==> config.mk <==
export PLATFORM = sky130hd
export DESIGN_NAME = mem_arbiter
export DESIGN_NICKNAME = d
export VERILOG_FILES = /design/src/rtl/mem_pkg.sv /design/src/rtl/mem_arb_pick.sv /design/src/rtl/mem_arbiter.sv
export SDC_FILE = /design/constraint.sdc
export NUM_CORES = 1
export LEC_CHECK = 0
export ABC_AREA = 1
export BUFFER_PORTS_ARGS = -buffer_cell sky130_fd_sc_hd__buf_2
export CAP_MARGIN = 0
export CORE_AREA = 2 2 287 289
export DETAILED_ROUTE_END_ITERATION = 8
export DIE_AREA = 0 0 289 291
export SKIP_CTS_REPAIR_TIMING = 1
export SLEW_MARGIN = 40
export SYNTH_ARGS = -nofsm -noshare
export SYNTH_HDL_FRONTEND = slang
export SYNTH_SLANG_ARGS = --single-unit
==> constraint.sdc <==
create_clock -name clk -period 3.5 [get_ports clk]
set_input_delay 0.35 -clock clk [delete_from_list [all_inputs] [get_ports clk]]
set_output_delay 0.35 -clock clk [all_outputs]
set_load 0.02 [all_outputs]
==> src/rtl/mem_pkg.sv <==
`default_nettype none
// ============================================================================
// Module : mem_pkg
// Brief  : Shared types and default widths for the main-memory arbiter.
// Rev    : 1.0
// ============================================================================
package mem_pkg;

  localparam int MEM_ADDR_W = 32;
  localparam int MEM_LINE_W = 128;

  typedef enum logic [1:0] {
    ST_IDLE = 2'd0,
    ST_BUSY = 2'd1,
    ST_RESP = 2'd2
  } state_t;

  typedef enum logic {
    OWN_IC = 1'b0,
    OWN_DC = 1'b1
  } owner_t;

endpackage
`default_nettype wire

==> src/rtl/mem_arb_pick.sv <==
`default_nettype none
// ============================================================================
// Module : mem_arb_pick
// Brief  : Grant selection; dcache first unless its streak limit is reached.
// Rev    : 1.0
// ============================================================================
module mem_arb_pick
  import mem_pkg::*;
#(
  parameter int MAX_DC_RUN = 4,
  parameter int RUN_W      = $clog2(MAX_DC_RUN + 1)
) (
  input  logic             ic_req,
  input  logic             dc_req,
  input  logic [RUN_W-1:0] dc_run,
  output owner_t           owner
);

  localparam logic [RUN_W-1:0] c_RUN_MAX = RUN_W'(MAX_DC_RUN);

  logic w_icTurn;

  // A waiting fetch preempts the dcache once the streak is exhausted
  assign w_icTurn = ic_req && (dc_run == c_RUN_MAX);

  always_comb begin
    owner = OWN_IC;
    if (dc_req && !w_icTurn) begin
      owner = OWN_DC;
    end
  end

endmodule
`default_nettype wire

==> src/rtl/mem_arbiter.sv <==
`default_nettype none
// ============================================================================
// Module : mem_arbiter
// Brief  : Shares one memory port between icache and dcache miss traffic.
// Rev    : 1.0
// ============================================================================
module mem_arbiter
  import mem_pkg::*;
#(
  parameter int ADDR_W     = MEM_ADDR_W,
  parameter int LINE_W     = MEM_LINE_W,
  parameter int MAX_DC_RUN = 4
) (
  input  logic              clk,
  input  logic              rst,
  input  logic              ic_req,
  input  logic [ADDR_W-1:0] ic_addr,
  output logic              ic_done,
  output logic [LINE_W-1:0] ic_rdata,
  input  logic              dc_req,
  input  logic              dc_we,
  input  logic [ADDR_W-1:0] dc_addr,
  input  logic [LINE_W-1:0] dc_wdata,
  output logic              dc_done,
  output logic [LINE_W-1:0] dc_rdata,
  output logic              mem_req,
  output logic              mem_we,
  output logic [ADDR_W-1:0] mem_addr,
  output logic [LINE_W-1:0] mem_wdata,
  input  logic              mem_ack,
  input  logic [LINE_W-1:0] mem_rdata
);

  localparam int              RUN_W     = $clog2(MAX_DC_RUN + 1);
  localparam logic [RUN_W-1:0] c_RUN_MAX = RUN_W'(MAX_DC_RUN);

  state_t           r_state;
  state_t           w_stateNext;
  owner_t           r_owner;
  owner_t           w_pick;
  logic [RUN_W-1:0] r_dcRun;
  logic             w_grant;
  logic             w_ack;

  mem_arb_pick #(
    .MAX_DC_RUN (MAX_DC_RUN),
    .RUN_W      (RUN_W)
  ) u_pick (
    .ic_req (ic_req),
    .dc_req (dc_req),
    .dc_run (r_dcRun),
    .owner  (w_pick)
  );

  always_comb begin
    w_stateNext = r_state;
    w_grant     = 1'b0;
    w_ack       = 1'b0;
    case (r_state)
      ST_IDLE: begin
        if (ic_req || dc_req) begin
          w_stateNext = ST_BUSY;
          w_grant     = 1'b1;
        end
      end
      ST_BUSY: begin
        if (mem_ack) begin
          w_stateNext = ST_RESP;
          w_ack       = 1'b1;
        end
      end
      ST_RESP: begin
        w_stateNext = ST_IDLE;
      end
      default: begin
        w_stateNext = ST_IDLE;
      end
    endcase
  end

  always_ff @(posedge clk) begin
    if (rst) begin
      r_state   <= ST_IDLE;
      r_owner   <= OWN_IC;
      r_dcRun   <= '0;
      mem_req   <= 1'b0;
      mem_we    <= 1'b0;
      mem_addr  <= '0;
      mem_wdata <= '0;
      ic_done   <= 1'b0;
      dc_done   <= 1'b0;
      ic_rdata  <= '0;
      dc_rdata  <= '0;
    end else begin
      r_state <= w_stateNext;
      ic_done <= 1'b0;
      dc_done <= 1'b0;

      // Transaction fields are frozen here; later req/addr changes are ignored
      if (w_grant) begin
        r_owner <= w_pick;
        mem_req <= 1'b1;
        if (w_pick == OWN_DC) begin
          mem_we    <= dc_we;
          mem_addr  <= dc_addr;
          mem_wdata <= dc_wdata;
          if (!ic_req) begin
            r_dcRun <= '0;
          end else if (r_dcRun != c_RUN_MAX) begin
            r_dcRun <= r_dcRun + RUN_W'(1);
          end
        end else begin
          mem_we    <= 1'b0;
          mem_addr  <= ic_addr;
          mem_wdata <= '0;
          r_dcRun   <= '0;
        end
      end

      if (w_ack) begin
        mem_req <= 1'b0;
        if (r_owner == OWN_IC) begin
          ic_done  <= 1'b1;
          ic_rdata <= mem_rdata;
        end else begin
          dc_done <= 1'b1;
          if (!mem_we) begin
            dc_rdata <= mem_rdata;
          end
        end
      end
    end
  end

endmodule
`default_nettype wire

==> impl_results.md <==
* Syn. warnings at 0
* Share of cells above drive strength 1 at 28.1%
* Worst flop-to-flop path startpoint: r_state[0]
* Fin Setup TNS at 0 ns
* GRT Total Usage at around 14%
* Post-synth net total at between 2000 and 3000
* Share of the synthesized area in the top cell type at 50.5%
* Comb pwr share at 15.5%
* PD cells at 536 nW/um^2
* Global route overflow at 0
* Max Root-Sink Buffers at 3
* Clock Skew at 0.0228 ns
* Final Cycle Share at 60.0%
* Final Slew Violations at 0
* WL per Instance at between 15 and 20 um
* Seq/Total Area, Yosys at 50.5%
* R2R setup slack at 1.40 ns
* Internal Pwr Total at just under 9 mW
* Async SR Flop Fraction at 0%
* TritonCTS clock tree: done
* Ys flop type: dfxtp_1
* R2r worst-path depth at 9
* Total power at 12.4 mW
* Flop pwr share at 42.6%
* # rows at 105
* Clock power frac at 41.9%
* HP Start: dc_wdata[51]
* Switching pwr at between 3 and 4 mW
* Area of the die at 84100 um^2
* Most instantiated library cell after synthesis: nand2_1
* Top post-synthesis cells by area: dfxtp_1 (51%), nand2_1 (16%), nor2_1 (13%)
* IO Port Bufs at between 700 and 800
* Worst Max-Slew Pin Slew at 0.783 ns
* Largest net degree at the start of global routing at 133
* Synth area leader: dfxtp_1
* Outcome: finished, final reports clean
* Worst-Skew Late Latency at 0.59 ns
* Number of global-route vias before repair at 16000
* Hold path endpoint: mem_wdata[51]
* Worst Hold Class: primary input to register
* Reg-to-Reg End: dc_rdata[5]
* Min Tclk post-route at ~2.1 ns
* Final WL at 63400 um
* Initial Util at 20.8%
* DR iter-0 viols at 841
* Required time of the critical path at 3.97 ns
* Clock-pin slew on the worst setup and hold paths at 0.06 ns
* Final Util at between 20% and 30%
* Post-Layout Cell Count at between 4000 and 5000
* Mapped cell area at 16900 um^2
* Crit-path max FO at 29
* Endpoints failing hold at 0
* Post-route antenna net violation count at 0
* Final setup violation count at 0
* Lkg Pwr at between 10 and 15 nW
* Fmax at roughly 480 MHz
* Kind of critical path: register to register
* Cell Area, Placed at 21500 um^2
* H-tree levels at 2
* HPWL Detailed at 46300 um
* DR DRC count at 0
* Clock sink total at 426
* Routability cong. at 0.820
* Max Cap Viol at 0
* Root Driver: clkbuf_16
* Cells after synthesis at 2418
* CP startpoint kind: register
* Placed insts at 4098
* Fillcell total at ~9000
* Mean Syn Cell Area at 6.98 um^2
* Maximum VDD drop at about 0.00028 V
* Yosys reg bits at 426
* Post-synth EDFFs at 0
* First-pass GRT wire length at roughly 93000 um
* Post-synth top cells: nand2_1 (717), nor2_1 (585), dfxtp_1 (426), inv_1 (170), a21oi_1 (133)
* Critical Path AT at 2.57 ns
* Switching Fraction at 28.7%
* Slew margin rel. at 47.8%
* Nets at between 3000 and 4000
* Vias post-DR at 17300
* Final Cell Area at 23200 um^2
* Die Y at ~290 um
* Core footprint at a little over 80000 um^2
* Hold Path Depth at 3
* Drt via density at around 4.1
* Die X at 289 um
* Netlist cell types at 20
* Setup crit end kind: register
* Drt pass-1 iters at 5
* RSZ-0062 raised after global routing: false
* Number of I/O pins at 746
* Area growth, synth to finish at 37.3%
* Antenna violations before repair at 12
* Number of buffers created by CTS at 50
logic make-up after synthesis:
logic type	count (synthesis)	share of synthesized area, %
adder cells (fa/ha/maj)	2	0.148
flip-flops	426	50.5
buffers and inverters	349	9.26
AND/OR/NAND/NOR	1507	36.1
AO/OA/AOI/OAI	134	3.98
flip-flops by register name (all words and copies together) (netlist names):
name       count
dc_done        1
dc_rdata     128
ic_done        1
ic_rdata     128
mem_addr      32
mem_req        1
mem_wdata    128
mem_we         1
r_dcRun        3
r_owner        1
r_state        2
cell usage in the layout (no fill, tap or decap):
cell and n:
buf_2 743, nand2_1 716, nor2_1 584, dfxtp_1 426, inv_1 170, a21oi_1 133
nand4_1 131, nand3_1 66, clkbuf_16 52, buf_4 34, clkbuf_8 12, clkbuf_1 9
buf_12 9, clkinv_2 6, diode_2 4, nor2_4 4, ha_1 2, clkinv_4 2
bufinv_16 2, clkinvlp_4 2, o21ai_0 1, nor3_1 1, nor3b_1 1, inv_2 1
nor2_2 1, nand2_2 1, inv_8 1, nand3_4 1, nand2_4 1, inv_16 1
inv_6 1, buf_6 1
metrics by stage:
stage	setup slack, ns	hold slack [ns]
floorplan	2.09	0.462
global placement	1.41	0.449
detailed placement	1.35	0.452
CTS	1.34	-0.0211
global route	1.15	0.000391
finish	1.40	0.0297
critical path: stages (launching register included):
cell,delay (ns)
dfxtp_1,0.38
inv_2,0.06
nor2_2,0.11
nand2_2,0.15
nor2_4,0.49
buf_12,0.25
buf_4,0.31
nand2_1,0.09
nand2_1,0.07
nor2_1,0.05
power by group through the flow:
stage,clock network (mW),logic (mW),registers (mW)
after floorplan,0,0.835,5.72
after global placement,0,1.94,5.38
after detailed placement,0,1.95,5.39
after CTS,5.38,1.95,5.29
after global routing,5.55,2.14,5.32
final,5.21,1.93,5.29
worst max-delay path by stage:
stage	cells after the start	slack [ns]	from	to
floorplan	9	2.09	r_dcRun[0]	mem_addr[30]
global placement	9	1.41	r_state[0]	dc_rdata[0]
detailed placement	9	1.35	r_state[0]	dc_rdata[1]
CTS	8	1.34	r_state[0]	ic_rdata[78]
global route	9	1.15	r_state[0]	dc_rdata[19]
finish	9	1.40	r_state[0]	dc_rdata[5]
metal layers:
layer | up-vias | GRT usage [%] | part of all wire, %
met5 | - | 0 | 0.16
met4 | 16 | 6.05 | 4.3
met3 | 125 | 4.91 | 9.0
met2 | 608 | 24.5 | 48
met1 | 7765 | 15.6 | 39
li1 | 8815 | - | -
cell type report:
cell class              count  area [um^2]  area share (%)
flip-flops and latches    426         8530            36.8
multi-input cells        1643         6820            29.5
repair buffers            788         4190            18.1
clock buffers              72         1480            6.37
well taps                1070         1340            5.78
inverters                 172          653            2.82
clock inverters            14          151           0.653
diodes                      4         10.0          0.0432
(Power assumes the default switching activity.)
